$ cat src/rtl/drive_mode_arbiter.sv
// drive_mode_arbiter: shares one motor command bus between manual, semi-auto and auto
// requesters with a forced-stop drain on every mode change. Define AUTO_MODE_EN to build in auto.

module drive_mode_cmd_lane (
  input  logic [3:0] raw,
  output logic [3:0] clean
);
  // Left and right together is contradictory; drop both, keep back/forward.
  always_comb begin
    clean = raw;
    if (raw[3] && raw[2]) clean[3:2] = 2'b00;
  end
endmodule

module drive_mode_arbiter #(
  parameter int SETTLE_CYCLES = 16,
  parameter int BUSY_TIMEOUT  = 1024
) (
  input  logic       clk,
  input  logic       rst,
  input  logic       power_on,
  input  logic [1:0] mode_sel,
  input  logic [3:0] man_cmd,
  input  logic       man_busy,
  input  logic [3:0] semi_cmd,
  input  logic       semi_busy,
  input  logic [3:0] auto_cmd,
  input  logic       auto_busy,
  output logic       man_en,
  output logic       semi_en,
  output logic       auto_en,
  output logic [3:0] motor_cmd,
  output logic [3:0] arb_state,
  output logic [1:0] cur_mode,
  output logic       fault
);
  localparam int NUM_REQ = 3;
  localparam int SW = $clog2(SETTLE_CYCLES) + 1;
  localparam int TW = $clog2(BUSY_TIMEOUT) + 1;

  typedef enum logic [3:0] {
    S_OFF   = 4'b0001,
    S_IDLE  = 4'b0010,
    S_GRANT = 4'b0100,
    S_DRAIN = 4'b1000
  } state_t;

  state_t                     state, state_n;
  logic [1:0]                 mode_n;
  logic [NUM_REQ-1:0]         en_q, en_n;
  logic [3:0]                 cmd_n;
  logic                       fault_n;
  logic [SW-1:0]              settle_cnt, settle_n;
  logic [TW-1:0]              tmo_cnt, tmo_n;

  logic [NUM_REQ-1:0][3:0]    req_cmd, san_cmd;
  logic [NUM_REQ-1:0]         req_busy;
  logic [3:0]                 sel_cmd;
  logic                       sel_busy;
  logic                       sel_legal;

`ifdef AUTO_MODE_EN
  localparam logic AUTO_OK = 1'b1;
  assign req_cmd  = {auto_cmd, semi_cmd, man_cmd};
  assign req_busy = {auto_busy, semi_busy, man_busy};
  assign auto_en  = en_q[2];
`else
  localparam logic AUTO_OK = 1'b0;
  logic unused_auto;
  assign req_cmd     = {4'b0000, semi_cmd, man_cmd};
  assign req_busy    = {1'b0, semi_busy, man_busy};
  assign auto_en     = 1'b0;
  assign unused_auto = ^{auto_cmd, auto_busy, en_q[2]};
`endif

  for (genvar g = 0; g < NUM_REQ; g++) begin : g_lane
    drive_mode_cmd_lane u_lane (.raw(req_cmd[g]), .clean(san_cmd[g]));
  end

  always_comb begin
    sel_cmd  = 4'b0000;
    sel_busy = 1'b0;
    case (cur_mode)
      2'b01:   begin sel_cmd = san_cmd[0]; sel_busy = req_busy[0]; end
      2'b10:   begin sel_cmd = san_cmd[1]; sel_busy = req_busy[1]; end
      2'b11:   begin sel_cmd = san_cmd[2]; sel_busy = req_busy[2]; end
      default: begin sel_cmd = 4'b0000;    sel_busy = 1'b0;        end
    endcase
  end

  // Without auto, mode_sel=11 is simply not a request in IDLE.
  assign sel_legal = (mode_sel != 2'b00) && (AUTO_OK || (mode_sel != 2'b11));

  always_comb begin
    state_n  = state;
    mode_n   = cur_mode;
    fault_n  = fault;
    settle_n = settle_cnt;
    tmo_n    = tmo_cnt;
    case (state)
      S_OFF: begin
        fault_n  = 1'b0;
        mode_n   = 2'b00;
        settle_n = '0;
        tmo_n    = '0;
        if (power_on) state_n = S_IDLE;
      end
      S_IDLE: begin
        if (sel_legal) begin
          mode_n  = mode_sel;
          state_n = S_GRANT;
        end
      end
      S_GRANT: begin
        if (mode_sel != cur_mode) begin
          state_n  = S_DRAIN;
          settle_n = SW'(SETTLE_CYCLES - 1);
          tmo_n    = '0;
        end
      end
      S_DRAIN: begin
        if ((settle_cnt == '0) && !sel_busy) begin
          state_n = S_IDLE;
          mode_n  = 2'b00;
        end else if (tmo_cnt == TW'(BUSY_TIMEOUT - 1)) begin
          state_n = S_IDLE;
          mode_n  = 2'b00;
          fault_n = 1'b1;
        end else begin
          if (settle_cnt != '0) settle_n = settle_cnt - 1'b1;
          tmo_n = tmo_cnt + 1'b1;
        end
      end
      default: begin
        state_n = S_OFF;
        mode_n  = 2'b00;
      end
    endcase

    // Loss of power beats every other transition, including a drain exit.
    if (!power_on) begin
      state_n  = S_OFF;
      mode_n   = 2'b00;
      fault_n  = 1'b0;
      settle_n = '0;
      tmo_n    = '0;
    end

    for (int i = 0; i < NUM_REQ; i++)
      en_n[i] = (state_n == S_GRANT) && (mode_n == 2'(i + 1));
    cmd_n = ((state == S_GRANT) && (state_n == S_GRANT)) ? sel_cmd : 4'b0000;
  end

  always_ff @(posedge clk) begin
    if (rst) begin
      state      <= S_OFF;
      cur_mode   <= 2'b00;
      en_q       <= '0;
      motor_cmd  <= 4'b0000;
      fault      <= 1'b0;
      settle_cnt <= '0;
      tmo_cnt    <= '0;
    end else begin
      state      <= state_n;
      cur_mode   <= mode_n;
      en_q       <= en_n;
      motor_cmd  <= cmd_n;
      fault      <= fault_n;
      settle_cnt <= settle_n;
      tmo_cnt    <= tmo_n;
    end
  end

  assign arb_state = state;
  assign man_en    = en_q[0];
  assign semi_en   = en_q[1];
endmodule

$ cat config.mk
export PLATFORM = sky130hd
export DESIGN_NAME = drive_mode_arbiter
export DESIGN_NICKNAME = d
export VERILOG_FILES = /design/src/rtl/drive_mode_arbiter.sv
export SDC_FILE = /design/constraint.sdc
export NUM_CORES = 1
export LEC_CHECK = 0
export BUFFER_PORTS_ARGS = -buffer_cell sky130_fd_sc_hd__buf_2
export CAP_MARGIN = 20
export CORE_AREA = 4 4 74 76
export DETAILED_ROUTE_END_ITERATION = 7
export DIE_AREA = 0 0 78 80
export PLACE_DENSITY = 0.66
export RECOVER_POWER = 25
export SLEW_MARGIN = 20
export SYNTH_ARGS = -nofsm -noshare
export SYNTH_HDL_FRONTEND = slang
export SYNTH_SLANG_ARGS = --single-unit
$ cat constraint.sdc
create_clock -name clk -period 3.5 [get_ports clk]
set_clock_uncertainty 0.05 [all_clocks]
set_input_delay 0.525 -clock clk [delete_from_list [all_inputs] [get_ports clk]]
set_output_delay 0.525 -clock clk [all_outputs]
set_load 0.02 [all_outputs]
# Yosys cells after proc, flatten, opt, wreduce, memory -nomap -nowiden
# Cells that the tools add are included.
dict set report word_totals {
  input_bits 20
  register_bits 29
  elab_cells 73
}
dict set report classes {
  reduce_logical 18
  n_eq_ne 17
  n_bitwise 2
  muxes 27
  add_sub_neg 2
}
# op n
set op_table {}
lappend op_table {{11-bit two-way mux} 3}
lappend op_table {{11-bit one-hot mux with 3 select lines} 1}
lappend op_table {{4-bit two-way mux} 5}
lappend op_table {{5-bit two-way mux} 4}
lappend op_table {{4-bit one-hot mux with 4 select lines} 1}
lappend op_table {{5-bit one-hot mux with 3 select lines} 1}
lappend op_table {{2-bit two-way mux} 6}
lappend op_table {{2-bit inequality test (second input constant)} 6}
lappend op_table {{11-bit by 1-bit adder with 11-bit output (second input constant)} 1}
lappend op_table {{11-bit by 10-bit == test with 1-bit output (second input constant)} 1}
lappend op_table {{4-bit by 3-bit == test with 1-bit output (second input constant)} 2}
lappend op_table {{4-bit one-hot mux with 2 select lines} 1}
lappend op_table {{1-bit logical AND} 7}
lappend op_table {{2-bit one-hot mux with 3 select lines} 1}
lappend op_table {{5-bit logical NOT} 1}
lappend op_table {{5-bit AND reduction} 1}
lappend op_table {{5-bit nonzero test} 1}
lappend op_table {{5-bit by 1-bit subtractor with 5-bit output (second input constant)} 1}
lappend op_table {{2-bit by 1-bit == test with 1-bit output (second input constant)} 2}
lappend op_table {{2-bit == test (second input constant)} 2}
lappend op_table {{4-bit by 1-bit == test with 1-bit output (second input constant)} 1}
lappend op_table {{4-bit by 2-bit == test with 1-bit output (second input constant)} 1}
lappend op_table {{4-bit == test (second input constant)} 1}
lappend op_table {{1-bit one-hot mux with 2 select lines} 2}
lappend op_table {{other kinds (9)} 13}

# Logic depth before layout (Yosys ltp)
dict set report depth {
  ltp_word 11
  mapped_depth 8
  ltp_nobuf 7
}

# Cells and area by module
# From an unflattened synthesis, not the netlist that was laid out.
dict set report hier_totals {
  hier_cells 193
  area_unflattened_um2 1730.4
}
# module cells_each area_per_inst_um2 instances seq_area_each_um2
set modules_own_cells {}
lappend modules_own_cells {drive_mode_arbiter 181 1640.3 1 580.6}
lappend modules_own_cells {drive_mode_cmd_lane 4 30.0 3 0.0}

# Least setup slack after synthesis
# Ideal clock, no wire load.
dict set report synth_timing {
  path_type {reg-to-reg}
  from {reg state[1] (netlist: arb_state[1])}
  to {reg tmo_cnt[8]}
  arrival_ns 2.262
  period_less_slack_ns 2.435
  setup_ns 0.123
  path_stages_with_launch 8
  t_required_ns 3.327
  path_slack_ns 1.065
  path_cell_list {dfxtp_1 -> buf_6 -> nor4b_4 -> o41ai_2 -> and3_4 -> buf_6 -> or4_1 -> mux2_1}
}
dict set report synth_between {
  elab_chain_cells 3
  elab_cells_between_ends 9
}
# item line
set synth_lines {}
lappend synth_lines {{start, declared} 48} ;# state_t state, state_n;
lappend synth_lines {{start signal, assigned} 164} ;# state <= state_n;
lappend synth_lines {{4-bit == test, or another cell as far along} 100} ;# case (state)
lappend synth_lines {{2-bit inequality test (no source line) / 3-bit nonzero test (equally long branches)} --}
lappend synth_lines {{4-bit AND reduction (no source line)} --}
lappend synth_lines {{end signal, assigned} 170} ;# tmo_cnt <= tmo_n;
lappend synth_lines {{end, declared} 54} ;# logic [TW-1:0] tmo_cnt, tmo_n;
# Several ways; a longest one is shown, not always the timed one.
# A chain may end at the register's enable or synchronous reset.

# Final worst setup path
dict set report layout_timing {
  from {reg settle_cnt[0]}
  to {reg tmo_cnt[7]}
}
dict set report layout_between {
  elab_chain_cells 4
}
# item line
set layout_lines {}
lappend layout_lines {{start, declared} 53} ;# logic [SW-1:0] settle_cnt, settle_n;
lappend layout_lines {{start signal, assigned} 169} ;# settle_cnt <= settle_n;
lappend layout_lines {{5-bit logical NOT} 122} ;# if ((settle_cnt == '0) && !sel_busy) begin
lappend layout_lines {{1-bit logical AND} 122}
lappend layout_lines {{2-bit inequality test (no source line)} --}
lappend layout_lines {{4-bit AND reduction (no source line)} --}
# Every way passes these cells.

==> results.yml <==
synth:
  yosys-top-cells-area: "dfxtp_1 (35%), a21oi_1 (5.8%), ha_1 (3.8%), nor2_1 (3.7%), inv_1 (2.5%)"
  synth_nets: 214
  yosys.area.top_type_share_pct: 35.4
  synth_area_um2: 1640
  yosys_warnings: 0
  seq_area_frac_synth_pct: 35.4
  synthArstFlopShare_pct: 0
  synth-edff-count: 0
  synth.avg_cell_area_um2: 8.69
  yosys_most_used_dff: "dfxtp_1"
  syn_inst: 189
  ys_seq_elements: 29
  synth_top_cell_by_area: "dfxtp_1"
  synthDistinctLibCells: 58
clock_tree:
  root_buffer: "clkbuf_8"
  cts_tree: "yes"
  cts.sinks: 29
  clk_pin_slew_worst_paths_ps: 60
  post_cts_buffers: 0
  cts_hold_buf: 0
  htreeDepth: 2
  cts_resized: 0
  clockBufferDepth: 2
  worstSkewPairLatency_ps: 280
  numCtsBuffers: 5
placement:
  gp_congestion: 0.804
  place_area_um2: 1820
  hpwlAfterDp_mm: 2.78
  port-buffer-count: 27
timing:
  rsz0062_at_grt: "false"
  setup_viol: 0
  fin_setup_tns_ps: 0
  hold_viol: 0
  slew_headroom_pct: 52.4
  report.final.slew_viol_count: 0
  period_needed_ps: 2600
  timing.fmax_ghz: 0.385
  fin_crit_sh_pct: 74.2
  worstMarginPinSlew_ps: 709
pwr:
  ir_worst_vdd_mv: 0.194
  powerDensity_nw_per_um2: 367
  power_leakage_nw: 0.675
floorplan:
  die-area_um2: 6240
  rows: 25
  start_util_pct: 34.8
  die_y_um: 80
  dieWidth_um: 78
  coreArea_um2: 4720
  io_pins: 34
global_routing:
  overflow: 0
  grt_pass1_vias: 1397
  antenna_found_initial: 0
  grt_pass1_wl_mm: 6.47
  track_usage_pct: 13.0
  grt_max_degree: 14
critical_path:
  path_class: "reg2reg"
  required_ps: 3610
  crit_arrival_ps: 2700
  cp_max_fo: 11
  critPathCaptureType: "flip-flop"
  start_kind: "flip-flop"
final_layout:
  diodes: 0
  fin_area_um2: 1910
  nets: 242
  syn_to_final_growth_pct: 16.5
  drive_above_1_share_pct: 20.2
  fillers: 489
flow_run:
  max_cap_viol_count: 0
routing:
  viasPerCell: 5.25
  wl_mm: 3.71
  drt-pass1-iter-count: 4
  dr_total_vias: 1496
  route.detailed.drc: 0
  wire_per_inst_um: 13.0
  drtIter0Drc: 56
  drtAntennaViolNets: 0
status:
  outcome: "completed"
hold_path:
  hold_class: "in2reg"
worst paths after layout:
kind,start,endpoint,slack (ps),cells after the start
setup / recovery,settle_cnt[0],tmo_cnt[7],900,8
hold reg to reg,tmo_cnt[9],tmo_cnt[9],430,2
setup reg to reg,settle_cnt[0],tmo_cnt[7],900,8
hold / removal,man_cmd[0],motor_cmd[0],430,3
sequential cells by signal, indices dropped and copies added (netlist names):
| signal | cells |
|---|---|
| cur_mode | 2 |
| motor_cmd | 4 |
| tmo_cnt | 11 |
| en_q | 2 |
| settle_cnt | 5 |
| arb_state | 4 |
| fault | 1 |
cell usage after synthesis, types with 4 or more instances:
library cell	instances
dfxtp_1	29
nand3_1	6
a21oi_1	19
nor3_1	4
nor2_1	16
or4_1	4
o31ai_1	4
nand2_1	8
ha_1	5
inv_1	11
o21ai_0	8
xnor2_1	4
a311oi_1	4
layout make-up:
class	count	area, um^2	area share (%)
well taps	67	83.8	4.38
multi-input cells	140	961	50.2
flip-flops and latches	29	581	30.3
repair buffers	30	145	7.59
clock inverters	1	5.00	0.262
clock buffers	7	96.3	5.04
inverters	11	41.3	2.16
cells in the final DEF, fill, tap and decap left out, drive strengths merged, types with 2 or more instances in the layout:
cell type  synthesis  routed
dfxtp             29      29
buf                7      20
a21oi             19      19
clkbuf             2      17
nor2              16      16
inv               11      11
o21ai              9       9
nand2              8       8
nand3              6       6
ha                 5       5
a311oi             4       4
xnor2              4       4
nor3               4       4
o31ai              4       4
or4                4       4
or3                4       4
or4b               4       4
nand2b             4       4
xor2               3       3
nand4              3       3
nor4               3       3
o221a              3       3
nor4b              3       3
nor2b              2       2
or3b               2       2
nand3b             2       2
a22oi              2       2
and3               2       2
through the flow:
stage / util, % / hold WS [ps] / power, mW / instances / setup slack, ps
floorplan: - / 402 / 0.392 / 189 / 1060
global placement: 38.6 / 413 / 0.406 / 277 / 948
detailed placement: 38.6 / 423 / 0.407 / 277 / 912
CTS: 40.8 / 425 / 0.710 / 285 / 906
global route: 40.5 / 464 / 0.736 / 285 / 692
finish: 40.5 / 429 / 0.702 / 285 / 902
power by group:
| group | switching, mW | leakage, nW | total (mW) | internal [mW] |
|---|---|---|---|---|
| sequential | 0.00638 | 0.234 | 0.340 | 0.333 |
| combinational | 0.0356 | 0.387 | 0.0594 | 0.0238 |
| clock | 0.126 | 0.0542 | 0.303 | 0.177 |
| total | 0.168 | 0.675 | 0.702 | 0.534 |
kinds of logic (layout without fill, tap and decap cells):
logic type      Yosys count  after routing  synth area share [%]
flops                    29             29                  35.4
buf+inv                  20             49                  6.10
xor+xnor                  7              7                  3.73
compound gates           55             55                  23.2
fa+ha+maj                 5              5                  3.81
mux                       1              1                 0.686
other cells               1              1                 0.228
simple gates             71             71                  26.9
layer usage:
layer	share of wire [%]	track usage (%)	up-vias
li1	-	-	758
met1	47	15.6	710
met2	48	21.4	20
met3	3.0	3.16	8
met4	2.4	6.64	0
met5	0	0	-
critical path: stages, from the launching register on:
cell and delay, ps:
dfxtp_1 340, inv_1 90, ha_1 150, or4b_2 670
a211oi_2 630, buf_4 250, a311oi_1 60, xnor2_1 180
nor2_1 50
(Power assumes the default switching activity.)
